File: config.mk
export PLATFORM = sky130hd
export DESIGN_NAME = sigmoid_inv
export DESIGN_NICKNAME = d
export VERILOG_FILES = /design/src/rtl/sigmoid_inv.sv
export SDC_FILE = /design/constraint.sdc
export NUM_CORES = 1
export LEC_CHECK = 0
export ABC_CLOCK_PERIOD_IN_PS = 2500
export CORE_MARGIN = 3
export CORE_UTILIZATION = 49
export CTS_CLUSTER_SIZE = 30
export DETAILED_ROUTE_END_ITERATION = 10
export HOLD_SLACK_MARGIN = 0.12
export PLACE_DENSITY = 0.8
export SKIP_CTS_REPAIR_TIMING = 1
export SYNTH_ARGS = -nofsm -noshare
export SYNTH_HDL_FRONTEND = slang
export SYNTH_SLANG_ARGS = --single-unit
File: constraint.sdc
create_clock -name clk_i -period 2.5 [get_ports clk_i]
set_input_delay 0.375 -clock clk_i [delete_from_list [all_inputs] [get_ports clk_i]]
set_output_delay 0.375 -clock clk_i [all_outputs]
set_load 0.01 [all_outputs]
File: src/rtl/sigmoid_inv.sv
// Inverse sigmoid lookup. Given a sigmoid output y, the block returns the
// two's-complement input x of the first table entry that reaches y. It runs a
// fixed-length binary search over a non-decreasing table held in an
// asynchronous-read RAM. Valid/ready handshakes are used on both sides.

// Single-write, single-read RAM with a combinational read port. The table
// image named by filename_p is placed into mem_q by the device
// initialisation flow that owns the image file. This module only checks
// that filename_p names an image.
module ram_1r1w_async #(
  parameter int    width_p      = 8,
  parameter int    addr_width_p = 8,
  parameter int    els_p        = 256,
  parameter string filename_p   = "sigmoid.hex"
) (
  input  logic                    clk_i,
  input  logic                    wr_valid_i,
  input  logic [addr_width_p-1:0] wr_addr_i,
  input  logic [width_p-1:0]      wr_data_i,
  input  logic [addr_width_p-1:0] rd_addr_i,
  output logic [width_p-1:0]      rd_data_o
);

  logic [width_p-1:0] mem_q [els_p];

  // A ROM without an image name is always a build mistake.
  if (filename_p == "") begin : g_no_image
    $error("ram_1r1w_async: filename_p must name a table image");
  end

  // Write port: one word per clock when enabled.
  always_ff @(posedge clk_i) begin
    if (wr_valid_i) begin
      mem_q[wr_addr_i] <= wr_data_i;
    end
  end

  // The read is combinational, so data for rd_addr_i is valid in the same cycle.
  assign rd_data_o = mem_q[rd_addr_i];

endmodule

module sigmoid_inv #(
  parameter int    width_p    = 8,
  parameter string filename_p = "sigmoid.hex"
) (
  input  logic               clk_i,
  input  logic               reset_i,
  input  logic               valid_i,
  output logic               ready_o,
  input  logic [width_p-1:0] y_i,
  output logic               valid_o,
  input  logic               ready_i,
  output logic [width_p-1:0] x_o
);

  localparam int depth_lp  = 1 << width_p;
  localparam int iter_w_lp = $clog2(width_p + 1);

  // Table address is x + 2^(width_p-1), so flipping the MSB converts between them.
  localparam logic [width_p-1:0]   sign_flip_lp = {1'b1, {(width_p-1){1'b0}}};
  localparam logic [width_p-1:0]   top_addr_lp  = {width_p{1'b1}};
  localparam logic [iter_w_lp-1:0] last_iter_lp = iter_w_lp'(width_p - 1);

  typedef enum logic [1:0] {
    IDLE   = 2'd0,
    SEARCH = 2'd1,
    DONE   = 2'd2
  } state_e;

  state_e               state_q,  state_d;
  logic [width_p-1:0]   y_q,      y_d;
  logic [width_p-1:0]   lo_q,     lo_d;
  logic [width_p-1:0]   hi_q,     hi_d;
  logic [width_p-1:0]   x_q,      x_d;
  logic                 valid_q,  valid_d;
  logic [iter_w_lp-1:0] iter_q,   iter_d;

  logic [width_p-1:0]   mid;
  logic [width_p-1:0]   mid_data;
  logic                 mid_ge;
  logic [width_p-1:0]   next_lo;
  logic [width_p-1:0]   next_hi;

  // Midpoint uses a sum one bit wider than the bounds so lo+hi cannot wrap.
  assign mid = width_p'(({1'b0, lo_q} + {1'b0, hi_q}) >> 1);

  ram_1r1w_async #(
    .width_p      (width_p),
    .addr_width_p (width_p),
    .els_p        (depth_lp),
    .filename_p   (filename_p)
  ) u_ram (
    .clk_i      (clk_i),
    .wr_valid_i (1'b0),
    .wr_addr_i  ({width_p{1'b0}}),
    .wr_data_i  ({width_p{1'b0}}),
    .rd_addr_i  (mid),
    .rd_data_o  (mid_data)
  );

  // Narrow the search window. If T[mid] already reaches y, the answer is at
  // or below mid. Otherwise the answer is strictly above mid.
  // With a power-of-two window, mid+1 never exceeds the top address.
  assign mid_ge  = (mid_data >= y_q);
  assign next_lo = mid_ge ? lo_q : (mid + width_p'(1));
  assign next_hi = mid_ge ? mid  : hi_q;

  // Next-state and datapath update for the IDLE -> SEARCH -> DONE sequence.
  always_comb begin
    state_d = state_q;
    y_d     = y_q;
    lo_d    = lo_q;
    hi_d    = hi_q;
    x_d     = x_q;
    valid_d = valid_q;
    iter_d  = iter_q;
    case (state_q)
      IDLE: begin
        if (valid_i) begin
          y_d     = y_i;
          lo_d    = {width_p{1'b0}};
          hi_d    = top_addr_lp;
          iter_d  = {iter_w_lp{1'b0}};
          state_d = SEARCH;
        end
      end
      SEARCH: begin
        lo_d   = next_lo;
        hi_d   = next_hi;
        iter_d = iter_q + iter_w_lp'(1);
        // After width_p halvings the window has one address left. If no entry
        // reached y, lo has walked up to the top address.
        if (iter_q == last_iter_lp) begin
          x_d     = next_lo ^ sign_flip_lp;
          valid_d = 1'b1;
          state_d = DONE;
        end
      end
      DONE: begin
        // The result is held until the consumer takes it. valid_i is ignored here.
        if (ready_i) begin
          valid_d = 1'b0;
          state_d = IDLE;
        end
      end
      default: begin
        valid_d = 1'b0;
        state_d = IDLE;
      end
    endcase
  end

  // State registers. An active-low synchronous reset drops any in-flight search.
  always_ff @(posedge clk_i) begin
    if (!reset_i) begin
      state_q <= IDLE;
      y_q     <= {width_p{1'b0}};
      lo_q    <= {width_p{1'b0}};
      hi_q    <= top_addr_lp;
      x_q     <= {width_p{1'b0}};
      valid_q <= 1'b0;
      iter_q  <= {iter_w_lp{1'b0}};
    end else begin
      state_q <= state_d;
      y_q     <= y_d;
      lo_q    <= lo_d;
      hi_q    <= hi_d;
      x_q     <= x_d;
      valid_q <= valid_d;
      iter_q  <= iter_d;
    end
  end

  assign ready_o = (state_q == IDLE) && reset_i;
  assign valid_o = valid_q;
  assign x_o     = x_q;

endmodule

# After elaboration in Yosys (flattened, before gate mapping)
# Cells that the tools add are included.
# totals
regBits	39
word_cells	44
# op_classes
addsub	3
magnitude_cmp	1
eq_ne	7
muxes	15
bitwise_logic	2
n_reduce_logical	9
# ops
cell	count
8-bit two-way mux	4
8-bit one-hot mux with 2 select lines	2
8-bit by 8-bit adder with 9-bit output	1
3-bit AND reduction	3
8-bit by 1-bit adder with 8-bit output, second input constant	1
8-bit >= comparator, first input constant	1
2-bit != test, second input constant	4
4-bit one-hot mux with 2 select lines	1
2-bit two-way mux	3
2-bit one-hot mux with 3 select lines	1
2-bit AND reduction	3
4-bit by 1-bit adder with 4-bit output, second input constant	1
4-bit by 3-bit equality test with 1-bit output, second input constant	1
4-bit two-way mux	1
1-bit one-hot mux with 3 select lines	1
2-bit by 1-bit equality test with 1-bit output, second input constant	1
2-bit equality test, second input constant	1
2-bit zero test	1
1-bit two-way mux	2
1-bit NOT	2
2-bit nonzero test	1
1-bit logical AND	1

# Depth between registers and ports, before layout
# Gate-level depths: netlist of run 1.
# logic_depth
depth_word	4
mapped_depth	9
mapped_depth_nobuf	8

# By module
# A second synthesis of run 1 with hierarchy kept.
# hier_totals
cells_unflattened	4001
hier_area_um2	81613.3
# by_module_without_submodules
module	n_inst	cells_each	area_per_inst_um2
ram_1r1w_async	1	3725	79396.1
sigmoid_inv	1	276	2217.1

# Worst setup path before layout of run 1
# OpenSTA, ideal clock, no wires.
# synth_path
path_kind	register to register
from	reg lo_q[0]
to	reg lo_q[7]
t_arrival_ns	2.541
t_required_ns	2.438
setup_slack_ns	-0.103
path_stages_with_launch	10
path_buffers	1
cell_sequence	dfxtp_1 and2_1 fa_1 a21oi_2 o21ai_2 or3_1 or3_1 clkbuf_2 or4_1 nand3_1
# synth_via
elab_chain_len	4
# synth_lines
element	line	text
start: declaration	73	logic [width_p-1:0] lo_q, lo_d;
start signal: assignment	159	lo_q <= {width_p{1'b0}};
start signal: assignment	167	lo_q <= lo_d;
8-bit by 8-bit adder with 9-bit output	86	assign mid = width_p'(({1'b0, lo_q} + {1'b0, hi_q}) >> 1);
8-bit by 1-bit adder with 8-bit output	106	assign next_lo = mid_ge ? lo_q : (mid + width_p'(1));
8-bit two-way mux	106	
8-bit one-hot mux with 2 select lines	118	case (state_q)
# No other way between the ends.
# A chain may end at the register's enable or synchronous reset.

# Worst setup path after layout of run 1
# Same ends and word-level chain as after synthesis.

==> impl_results.md, run 1 <==
* Status: finished with violations
* Final hold violation count at 0
* RePlAce Congestion at 0.909
* Post-Place Worst Slack at 0.0173 ns
* Reg-to-reg setup timing slack at -0.03 ns
* Post-synth EDFFs at 0
* Fin Setup TNS at -0.0258 ns
* Detailed Route Iter0 Violations at 63
* Most common cell after layout, fill and taps aside: dfxtp_1
* Min Hold Slack at 0.455 ns
* Hpwl dp at 2580 µm
* CP Capture Type: flip-flop
* Worst setup SP type: flip-flop
* Inst Count DP at 239
* Row count at 20
* CTS tree: built
* Comb pwr share at 56.0%
* Die Y at 63.8 µm
* Clock share of power at 18.6%
* Via density at 5.56
* Yosys top cell by area: dfxtp_1
* Skew final at 0.00718 ns
* Sequential cell area fraction in the yosys report at 37.9%
* Net Count, Synth at 208
* Period Utilization, post-route at 101%
* FILL cells at 287
* Clock root cell: clkbuf_4
* Worst-Margin Slew at 0.425 ns
* Share of layout cells above drive strength 1 at 11.7%
* Crit path buf inv count at 0
* Num ports at 22
* Cells along the critical path: and2_4 -> fa_2 -> a21o_4 -> a311oi_2 -> o211ai_1 -> or3_1 -> or4_1 -> nand3_1
* Total grt overflow at 0
* Worst-path fanout max at 3
* First-pass GRT wire length at 5870 µm
* Worst path slowest cell: or4_1
* Initial antenna violation count at 0
* Failing checks: negative setup slack
* Launching point of the worst reg2reg path: lo_q[0]
* Synthesized flop and latch total at 31
* R2r worst-path depth at 8
* Net Sw Frac at 40.2%
* Total power at 2.22 mW
* Final #Nets at 226
* H-Tree Depth at 2
* Sequential power share at 25.4%
* Final Util at 62.5%
* Num CTS Buffers at 5
* Synthesis-to-layout area growth at 19.5%
* Synth area leaders: dfxtp_1 (38%), ha_1 (6.9%), nand2_1 (3.9%)
* Final Instance Count excl. Fillers at 249
* Core Box Area at 3130 µm²
* Period minus WS final at 2.53 ns
* Antenna cells at 0
* Setup CP Type: reg2reg
* Clock slew at reported path FFs at 0.10 ns
* Vias in the first global route at 1378
* Avg Inst Size Synth at 8.80 µm²
* Largest net degree at the start of global routing at 27
* Setup Viol. Count Final at 1
* Yosys top cell area share at 37.9%
* Clk buf depth at 2
* CP endpoint: lo_q[7]
* Cells after synthesis at 186
* Most frequent cells in the layout: dfxtp_1 (30), nand2_1 (17), clkdlybuf4s50_1 (13)
* Switching Power at 0.893 mW
* Max-Cap Viols at 0
* Fmax at 0.396 GHz
* Lkg Pwr at 0.813 nW
* Clock Sinks at 31
* Pint at 1.33 mW
* Initial Utilization at 52.3%
* Worst vdd ir at 0.483 mV
* PwrDens at 1130 nW/µm²
* Fraction of registers with async set/reset at 0%
* Yosys warning count at 0
* Number of distinct library cells after synthesis at 48
* Clock latency on the worst-skew pair at 0.34 ns
* Placement Cell Area at 1840 µm²
* Crit path max-delay family: simple AND/OR/NAND/NOR gates
* Total wire length at 3510 µm
* Wire per inst at 14.1 µm
* Primary FF master, synth: dfxtp_1
* First-pass detailed-route iteration total at 5
* Netlist Area Pre-Place at 1640 µm²
* Final instance area at 1960 µm²
* Vias at 1384
* CP required at 2.78 ns
* ANT nets after route at 0
* Crit path setup slack, layout at -0.0258 ns
* Worst setup path start: lo_q[0]
* Worst Path Arrival at 2.81 ns
* WP depth at 8
* Final Max Slew Viols at 0
* Hold Path Class: reg2reg
* Die Span X at 63.8 µm
* I/O Buffers at 13
* Max transition margin at 71.6%
* Total die area at 4070 µm²
* Drc violations at 0
* Total GRT Usage at 18.5%
* CP max stage delay at 0.48 ns
* RSZ-0062 raised after global routing: true
* FF-to-FF End: lo_q[7]
## registers in the layout (all words and copies together) (netlist names)
signal   flops
hi_q         8
lo_q         8
x_o          8
iter_q       4
state_q      2
valid_o      1
## Yosys cell counts, drive strengths merged (2+ instances only)
master	instances
a22oi	3
xnor2	6
o2111ai	2
nor2	11
ha	9
a21boi	3
o21ai	13
nand2b	4
xor2	3
clkbuf	8
nor2b	10
a21oi	9
dfxtp	31
or3	3
a21o	4
nand2	17
or2	9
nor3	3
o211ai	3
nand3	5
and2	5
o211a	4
## final cells by class
class	count	area, µm²	share of cell area (%)
sequential	31	622	31.8
clock buffer	6	51.3	2.62
inverter	1	3.75	0.192
clock inverter	2	35.0	1.79
multi-input combinational	145	1010	51.4
tap	44	55.1	2.82
timing repair buffer	20	183	9.34
## worst min path at each step
| stage | startpoint | endpoint | slack (ns) | depth (start not counted) |
|---|---|---|---|---|
| floorplan | hi_q[2] | hi_q[2] | 0.41 | 1 |
| global placement | hi_q[6] | hi_q[6] | 0.43 | 1 |
| detailed placement | hi_q[6] | hi_q[6] | 0.44 | 1 |
| CTS | hi_q[6] | hi_q[6] | 0.46 | 1 |
| global route | hi_q[6] | hi_q[6] | 0.48 | 1 |
| finish | hi_q[4] | hi_q[4] | 0.46 | 1 |
## cells by family after synthesis
logic type	share of synthesized area, %
adders and majority gates	8.10
and+or+nand+nor	24.9
muxes	0.612
xor gates and xnor gates	4.82
buffers and inverters	2.52
DFF	37.9
AOI/OAI and AO/OA	21.1
## per-layer routing
| metal | up-vias | track usage [%] | part of all wire [%] |
|---|---|---|---|
| met4 | 0 | 8.89 | 1.3 |
| met2 | 34 | 31.5 | 50 |
| li1 | 701 | - | - |
| met1 | 644 | 21.2 | 43 |
| met3 | 5 | 5.10 | 4.9 |
| met5 | - | 0 | 0 |
## power groups by stage
| stage | combinational (mW) | sequential (mW) | clock [mW] |
|---|---|---|---|
| after floorplan | 0.950 | 0.564 | 0 |
| final | 1.24 | 0.564 | 0.412 |
| after global routing | 1.36 | 0.569 | 0.453 |
| after global placement | 1.12 | 0.572 | 0 |
| after CTS | 1.18 | 0.564 | 0.426 |
| after detailed placement | 1.17 | 0.576 | 0 |
(Power assumes the default switching activity.)
==> run 2, diff against run 1 <==
--- a/config.mk
+++ b/config.mk
@@ -12,7 +12,6 @@
 export DETAILED_ROUTE_END_ITERATION = 10
 export HOLD_SLACK_MARGIN = 0.12
 export PLACE_DENSITY = 0.8
-export SKIP_CTS_REPAIR_TIMING = 1
 export SYNTH_ARGS = -nofsm -noshare
 export SYNTH_HDL_FRONTEND = slang
 export SYNTH_SLANG_ARGS = --single-unit
==> run 2 against run 1 <==
The flow now finishes without violations. Clock-buffer cell count stayed put. Design area is 0.38% higher. Utilization is 0.24 points higher. Flip-flop and latch count stayed put. Worst setup slack better by 0.043 ns. Fmax is 1.7% higher. Critical path type unchanged. Critical endpoint unchanged. Highest routed layer unchanged.
==> impl_results.md, run 2 (same netlist as run 1, synthesis figures left out) <==
* Status: completed
* Initial Utilization at 52.3% (unchanged)
* Total die area at 4070 µm² (unchanged)
* Wire per inst at 13.9 µm (-1.0%)
* Worst setup path start: lo_q[0]
* Total grt overflow at 0 (unchanged)
* Total GRT Usage at 18.8% (+0.30 points)
* Skew final at 0.00639 ns (-0.000789 ns)
* Comb pwr share at 56.2% (+0.2 points)
* Row count at 20 (unchanged)
* Switching Power at 0.892 mW (about the same)
* Fmax at 0.403 GHz (+1.7%)
* Max transition margin at 71.5% (about the same)
* Worst setup SP type: flip-flop
* Core Box Area at 3130 µm² (unchanged)
* Worst-path fanout max at 3 (unchanged)
* Clk buf depth at 2 (unchanged)
* Worst path slowest cell: or4_1
* Most common cell after layout, fill and taps aside: dfxtp_1
* Detailed Route Iter0 Violations at 84 (+33%)
* Launching point of the worst reg2reg path: lo_q[0]
* Reg-to-reg setup timing slack at 0.02 ns (+0.04 ns)
* RePlAce Congestion at 0.909 (unchanged)
* Most frequent cells in the layout: dfxtp_1 (30), nand2_1 (17), clkdlybuf4s50_1 (13)
* FILL cells at 289 (+0.70%)
* FF-to-FF End: lo_q[7]
* Largest net degree at the start of global routing at 27 (unchanged)
* Sequential power share at 25.3% (about the same)
* First-pass GRT wire length at 5980 µm (+1.8%)
* Final #Nets at 227 (+0.44%)
* Num CTS Buffers at 5 (unchanged)
* Worst-Margin Slew at 0.425 ns (+0.000364 ns)
* Net Sw Frac at 40.1% (-0.14 points)
* CTS tree: built
* Worst Path Arrival at 2.77 ns (-0.04 ns)
* Crit path max-delay family: simple AND/OR/NAND/NOR gates
* PwrDens at 1130 nW/µm² (about the same)
* Clock Sinks at 31 (unchanged)
* Clock root cell: clkbuf_4
* CP endpoint: lo_q[7]
* Initial antenna violation count at 0 (unchanged)
* CP Capture Type: flip-flop
* Die Y at 63.8 µm (unchanged)
* Final Util at 62.8% (+0.24 points)
* Final Max Slew Viols at 0 (unchanged)
* Setup Viol. Count Final at 0 (-1)
* Antenna cells at 0 (unchanged)
* Clock slew at reported path FFs at 0.10 ns (about the same)
* Final instance area at 1960 µm² (+0.38%)
* Period minus WS final at 2.48 ns (-0.0432 ns)
* RSZ-0062 raised after global routing: true
* R2r worst-path depth at 8 (unchanged)
* Via density at 5.52 (-0.76%)
* WP depth at 8 (unchanged)
* Lkg Pwr at 0.817 nW (+0.44%)
* Synthesis-to-layout area growth at 20.0%
* Pint at 1.33 mW (+0.53%)
* Num ports at 22 (unchanged)
* Placement Cell Area at 1840 µm² (unchanged)
* Vias in the first global route at 1386 (+0.58%)
* Clock share of power at 18.5% (about the same)
* Hold Path Class: reg2reg
* Die Span X at 63.8 µm (unchanged)
* Vias at 1379 (-0.36%)
* Clock latency on the worst-skew pair at 0.34 ns (about the same)
* First-pass detailed-route iteration total at 4 (-1)
* Max-Cap Viols at 0 (unchanged)
* CP required at 2.78 ns (about the same)
* CP max stage delay at 0.48 ns (about the same)
* Total wire length at 3490 µm (-0.63%)
* Most frequent CP cell: or3_1
* Setup CP Type: reg2reg
* I/O Buffers at 13 (unchanged)
* ANT nets after route at 0 (unchanged)
* Min Hold Slack at 0.455 ns (+0.000342 ns)
* Total power at 2.22 mW (+0.30%)
* Share of layout cells above drive strength 1 at 12.1% (+0.43 points)
* H-Tree Depth at 2 (unchanged)
* Crit path buf inv count at 0 (unchanged)
* Period Utilization, post-route at 99.3% (-1.7 points)
* Worst vdd ir at 0.482 mV (-0.16%)
* Cells along the critical path: and2_4 -> fa_2 -> a21oi_4 -> o21ai_2 -> or3_1 -> or3_1 -> or4_1 -> nand3_1
* Hpwl dp at 2580 µm (unchanged)
* Drc violations at 0 (unchanged)
* Final hold violation count at 0 (unchanged)
==> run 2: changes by cell type in the layout (fill, tap and decap cells not counted) <==
cell,delta
buf_4,+1
==> run 2: worst min path at each step <==
stage,start,end,cells past startpoint
global placement,hi_q[6],hi_q[6],1
detailed placement,hi_q[6],hi_q[6],1
finish,hi_q[4],hi_q[4],1
floorplan,hi_q[2],hi_q[2],1
CTS,hi_q[6],hi_q[6],1
global route,hi_q[6],hi_q[6],1
==> run 2: power by group through the flow <==
| stage | clock [mW] | sequential, mW | combinational (mW) |
|---|---|---|---|
| after floorplan | 0 | 0.564 | 0.950 |
| after global placement | 0 | 0.572 | 1.12 |
| after global routing | 0.453 | 0.570 | 1.37 |
| after CTS | 0.426 | 0.564 | 1.22 |
| final | 0.412 | 0.563 | 1.25 |
| after detailed placement | 0 | 0.576 | 1.17 |
==> run 2: what timing repair did <==
item	4_1_cts	5_1_grt
buffers inserted	2	1
resized for setup	2	1
hold buffers	0	0
pin swaps	3	2
endpoints found under the setup margin	1	2
endpoints found under the hold margin	0	0
==> run 2: stage by stage <==
stage / TNS [ns] / setup slack (ns) / std cells
3_3_place_gp: 0 / 0.0452 / 239
3_5_place_dp: 0 / 0.0173 / 239
2_1_floorplan: 0 / 0.0290 / 186
5_1_grt: -0.103 / -0.0864 / 250
4_1_cts: -0.0154 / -0.0154 / 249
6_report: 0 / 0.0174 / 250
==> run 2: cell type report <==
type / count / area [µm²] / area share, %
Multi-Input combinational cell: 145 / 1010 / 51.2
Sequential cell: 31 / 622 / 31.7
Timing Repair Buffer: 21 / 190 / 9.69
Tap cell: 44 / 55.1 / 2.80
Clock buffer: 6 / 51.3 / 2.61
Clock inverter: 2 / 35.0 / 1.78
Inverter: 1 / 3.75 / 0.191
==> run 2: worst register-to-register path, stage by stage (launching register included) <==
cell,delay [ns]
dfxtp_2,0.34
and2_4,0.15
fa_2,0.38
a21oi_4,0.19
o21ai_2,0.10
or3_1,0.32
or3_1,0.36
or4_1,0.48
nand3_1,0.09
==> run 2: per-layer routing <==
metal	up-vias	share of wire [%]	track usage [%]
met5	-	0	0
met4	0	1.7	8.89
li1	702	-	-
met1	641	43	21.7
met3	7	4.8	5.10
met2	29	50	32.0
